===== src/rtl/cfs_apb_slave_bridge.sv =====
// APB3 slave front-end: turns each APB transfer into one req/ack register-file access,
// inserting wait states until the register side answers or the access times out.
module cfs_apb_slave_bridge #(
   parameter int ADDR_WIDTH  = 16,
   parameter int DATA_WIDTH  = 32,
   parameter int TIMEOUT     = 15,
   parameter bit ALIGN_CHECK = 1'b1
) (
   input  logic                  pclk,
   input  logic                  preset_n,
   input  logic [ADDR_WIDTH-1:0] paddr,
   input  logic                  pwrite,
   input  logic                  psel,
   input  logic                  penable,
   input  logic [DATA_WIDTH-1:0] pwdata,
   output logic                  pready,
   output logic [DATA_WIDTH-1:0] prdata,
   output logic                  pslverr,
   output logic                  reg_req,
   output logic                  reg_wr,
   output logic [ADDR_WIDTH-1:0] reg_addr,
   output logic [DATA_WIDTH-1:0] reg_wdata,
   input  logic                  reg_ack,
   input  logic [DATA_WIDTH-1:0] reg_rdata,
   input  logic                  reg_err
);

   localparam int CNT_W = $clog2(TIMEOUT + 1);
   localparam logic [CNT_W-1:0] CNT_LAST = CNT_W'(TIMEOUT - 1);

   typedef enum logic [1:0] {IDLE, REQ, RESP} state_e;

   typedef struct packed {
      logic                  wr;
      logic [ADDR_WIDTH-1:0] addr;
      logic [DATA_WIDTH-1:0] wdata;
   } acc_t;

   state_e                state_q, state_d;
   acc_t                  acc_q, acc_d;
   logic [CNT_W-1:0]      cnt_q, cnt_d;
   logic                  req_q, req_d;
   logic                  rdy_q, rdy_d;
   logic                  err_q, err_d;
   logic [DATA_WIDTH-1:0] rdata_q, rdata_d;

   logic setup, misalign, tmo_hit;

   assign setup    = psel & ~penable;
   assign misalign = ALIGN_CHECK && (paddr[1:0] != 2'b00);
   // Last REQ cycle: if no ack arrives on this edge the access is abandoned.
   assign tmo_hit  = (cnt_q == CNT_LAST);

   always_ff @(posedge pclk or negedge preset_n) begin
      if (!preset_n) state_q <= IDLE;
      else           state_q <= state_d;
   end

   always_comb begin
      state_d = state_q;
      case (state_q)
         IDLE: if (setup) state_d = misalign ? RESP : REQ;
         REQ: begin
            if (!psel)                  state_d = IDLE;
            else if (reg_ack || tmo_hit) state_d = RESP;
         end
         RESP:    state_d = IDLE;
         default: state_d = IDLE;
      endcase
   end

   always_comb begin
      acc_d   = acc_q;
      cnt_d   = '0;
      req_d   = 1'b0;
      rdy_d   = 1'b0;
      err_d   = 1'b0;
      rdata_d = '0;
      case (state_q)
         IDLE: begin
            if (setup) begin
               acc_d = '{wr: pwrite, addr: paddr, wdata: pwdata};
               if (misalign) begin
                  rdy_d = 1'b1;
                  err_d = 1'b1;
               end else begin
                  req_d = 1'b1;
               end
            end
         end
         REQ: begin
            // A dropped psel aborts silently; ack takes priority over timeout.
            if (psel) begin
               if (reg_ack) begin
                  rdy_d   = 1'b1;
                  err_d   = reg_err;
                  rdata_d = (!acc_q.wr && !reg_err) ? reg_rdata : '0;
               end else if (tmo_hit) begin
                  rdy_d = 1'b1;
                  err_d = 1'b1;
               end else begin
                  req_d = 1'b1;
                  cnt_d = cnt_q + CNT_W'(1);
               end
            end
         end
         default: ;
      endcase
   end

   always_ff @(posedge pclk or negedge preset_n) begin
      if (!preset_n) begin
         acc_q   <= '0;
         cnt_q   <= '0;
         req_q   <= 1'b0;
         rdy_q   <= 1'b0;
         err_q   <= 1'b0;
         rdata_q <= '0;
      end else begin
         acc_q   <= acc_d;
         cnt_q   <= cnt_d;
         req_q   <= req_d;
         rdy_q   <= rdy_d;
         err_q   <= err_d;
         rdata_q <= rdata_d;
      end
   end

   assign pready    = rdy_q;
   assign pslverr   = err_q;
   assign prdata    = rdata_q;
   assign reg_req   = req_q;
   assign reg_wr    = acc_q.wr;
   assign reg_addr  = acc_q.addr;
   assign reg_wdata = acc_q.wdata;

endmodule


===== config.mk =====
export PLATFORM = sky130hd
export DESIGN_NAME = cfs_apb_slave_bridge
export DESIGN_NICKNAME = d
export VERILOG_FILES = /design/src/rtl/cfs_apb_slave_bridge.sv
export SDC_FILE = /design/constraint.sdc
export NUM_CORES = 1
export LEC_CHECK = 0
export CORE_UTILIZATION = 44
export CTS_BUF_LIST = sky130_fd_sc_hd__clkbuf_8
export DETAILED_ROUTE_END_ITERATION = 6
export GPL_TIMING_DRIVEN = 0
export PLACE_DENSITY_LB_ADDON = 0.08
export SYNTH_ARGS = -nofsm -noshare
export SYNTH_HDL_FRONTEND = slang
export SYNTH_SLANG_ARGS = --single-unit

===== constraint.sdc =====
create_clock -name pclk -period 4.2 [get_ports pclk]
set_input_delay 0.84 -clock pclk [delete_from_list [all_inputs] [get_ports pclk]]
set_output_delay 0.84 -clock pclk [all_outputs]
set_load 0.1 [all_outputs]

==> impl_metrics.yaml <==
setup_path:
  path_class: "reg -> out"
  cp-startpoint: "reg_addr[6]"
  cp_slowest_cell: "clkdlybuf4s50_1"
  cpPeakStageDelay_ns: 1.15
  r2r_start: "state_q[1]"
  rrSetupSlack_ns: 2.63
  cp_num_buf_inv: 1
  required_ns: 3.36
  worst-path-stages: 1
  crit_chain: "clkdlybuf4s50_1"
  start_kind: "register"
  cp_top_family: "buffers and inverters"
  crit_fanout: 2
  cp-end-kind: "primary output"
  reg2reg_depth: 5
  arrival_ns: 1.85
route:
  antenna_left: 0
  dr.pass1.iters: 4
  wl_per_cell_um: 15.1
  vias_per_cell: 4.58
  drt_iter0_drc: 50
  vias: 2225
  drc: 0
  finalWirelength_um: 7340
placed_design:
  portBuffers: 170
  dp_slack_ns: 1.69
  place_congestion: 0.741
  placedCellCount: 472
  dp_hpwl_um: 5610
logic_synthesis:
  synth_area_leader_cell: "dfrtp_1"
  synth_area_um2: 3250
  synth_edf_count: 0
  synth_ff_type: "dfrtp_1"
  synth.most_common_cell: "dfrtp_1"
  yosys.area_share.xor_xnor_pct: 0.538
  synth-seq-cells: 90
  syn_nets: 294
  synth_compound_area_share_pct: 1.15
  synth-async-reset-ratio_pct: 100
  synth-simple-area-share_pct: 8.92
  synthAdderAreaFrac_pct: 0.769
  yosysSeqAreaShare_pct: 69.2
  synth_top_area_share_pct: 69.2
  synth_top_family_by_area: "multiplexers"
  yosys-top-cells-area: "dfrtp_1 69%, mux2_2 16%, and2_1 6.2%, buf_6 1.4%, mux2_4 0.92%"
  synth_commonest_cells: "90 x dfrtp_1, 47 x mux2_2, 32 x and2_1, 5 x nor2_1, 4 x buf_6"
  synthCells: 205
  ys_types: 25
  synthMuxAreaShare_pct: 17.2
  yosys_warnings: 0
  avgSynthCellArea_um2: 15.9
power_and_ir_drop:
  swShare_pct: 43.1
  p_sw_mw: 1.17
  finalPower_mw: 2.72
  power_frac_clock_pct: 19.7
  seqPwrFrac_pct: 37.1
  p_leak_nw: 2.30
  combPwrFrac_pct: 43.1
  irDropWorstVdd_v: 0.000326
  powerDensity_nw_per_um2: 516
  cell_internal_pwr_mw: 1.55
floorplan:
  die_w_um: 88
  core_um2: 6980
  std_cell_rows: 30
  die_h_um: 88
  io_pins: 171
  die_area_um2: 7740
  start_util_pct: 46.6
cells_and_area:
  filler_cell_count: 487
  fin_nets: 476
  area_delta_synth_final_pct: 62.1
  stdcell_count: 486
  post_route_cells_drive_above_1_share_pct: 19.0
  final_util_pct: 75.5
  antenna_cells: 0
clock_network:
  ctsHoldBuffers: 0
  ctsResizeCount: 0
  cts_root_buffer: "clkbuf_8"
  numCtsBuffers: 9
  cts_tree: "done"
  htree_levels: 3
  postCtsSetupBuffers: 0
  cts.sinks: 90
  clock_tree.buffer_depth: 2
  clock_latency_ns: 0.34
  clk_pin_slew_ns: 0.08
sta:
  slew_headroom_pct: 32.1
  layout_worst_path_cycle_share_pct: 64.0
  holdWs_ns: 0.484
  finalWorstSetupSlack_ns: 1.51
  period_needed_ns: 2.69
  fmax_mhz: 372
  finalHoldViolCount: 0
  slew_violations: 0
  rsz0062_at_grt: "no"
  setup_violations: 0
  fin_skew_ns: 0.00570
  tightest_slew_ns: 1.02
global_route:
  grt_busiest_layer: "met2"
  overflow: 0
  grt_max_degree: 49
  grt_pass1_vias: 2274
  antenna_found_initial: 0
  grt_util_met2_pct: 32.8
  grt_pass1_wl_um: 11300
  track_usage_pct: 19.9
  grtUsageMet1_pct: 23.8
  use_met3_pct: 6.60
min_path:
  min_path_type: "in -> async"
flow_run:
  maxCapViolations: 0
status:
  status: "complete, no violations"
[area by class of cell]
class / instances / area (um2) / area share, %
Clock inverter: 5 / 48.8 / 0.925
Inverter: 1 / 3.75 / 0.0712
Timing Repair Buffer: 171 / 1730 / 32.7
Sequential cell: 90 / 2250 / 42.7
Multi-Input combinational cell: 105 / 930 / 17.6
Tap cell: 96 / 120 / 2.28
Clock buffer: 9 / 124 / 2.35
Buffer: 9 / 68.8 / 1.30
[registers in the layout, summed over array words and instances, names as in the netlist]
signal	cells
cnt_q	4
reg_wr	1
reg_wdata	32
pready	1
reg_addr	16
pslverr	1
prdata	32
reg_req	1
state_q	2
[power by group through the flow]
stage	Combinational (mW)	Clock [mW]	Sequential [mW]
4_1_cts	1.18	0.552	1.01
6_report	1.17	0.537	1.01
2_1_floorplan	0.118	0	1.75
3_3_place_gp	1.17	0	1.02
5_1_grt	1.21	0.586	1.03
3_5_place_dp	1.18	0	1.03
[cells by family after synthesis]
family | count (synthesis)
flip-flops | 90
XOR/XNOR | 2
AND/OR/NAND/NOR | 46
AO/OA/AOI/OAI | 6
multiplexers | 49
buffers and inverters | 10
adder cells (fa/ha/maj) | 2
[metal layers]
metal,wire (um),share of wire [%]
met5,0,0
met4,109,1.5
met3,652,8.9
met2,3560,49
met1,3010,41
[cells in the final DEF (no fill, tap or decap)]
cell type and n:
inv_1 2, clkbuf_8 9, o31ai_1 2, mux2_2 47, buf_4 2, and2_1 32
or3_1 1, buf_2 1, o21ai_0 2, nand3_1 1, dfrtp_1 90, clkdlybuf4s50_1 169
xnor2_1 1, nand2b_1 1, bufinv_16 1, buf_6 4, ha_1 2, nor3_2 1
clkinv_2 3, nand2b_4 1, xor2_1 1, clkbuf_1 3, nor2b_1 1, nand2_1 1
and3b_2 2, o22ai_1 1, nor2_1 5, buf_16 1, mux2_4 2, a31oi_1 1
[worst register-to-register path, cell delays in order, from the launching register on]
cell	delay (ns)
dfrtp_1	0.38
nand2b_4	0.15
nor3_2	0.17
buf_4	0.24
buf_6	0.18
mux2_2	0.34
[worst paths after layout]
| path | end |
|---|---|
| max | reg_addr[6] |
| min | reg_addr[4] |
| max reg2reg | reg_wdata[26] |
| min reg2reg | cnt_q[0] |
| max in group asynchronous | prdata[15] |
| min in group pclk | cnt_q[0] |
[metrics by stage]
stage | TNS, ns | cell area (um2)
finish | 0 | 5270
detailed placement | 0 | 5100
floorplan | 0 | 3250
CTS | 0 | 5270
global placement | -82.95 | 5080
global route | 0 | 5270
(Power assumes the default switching activity.)
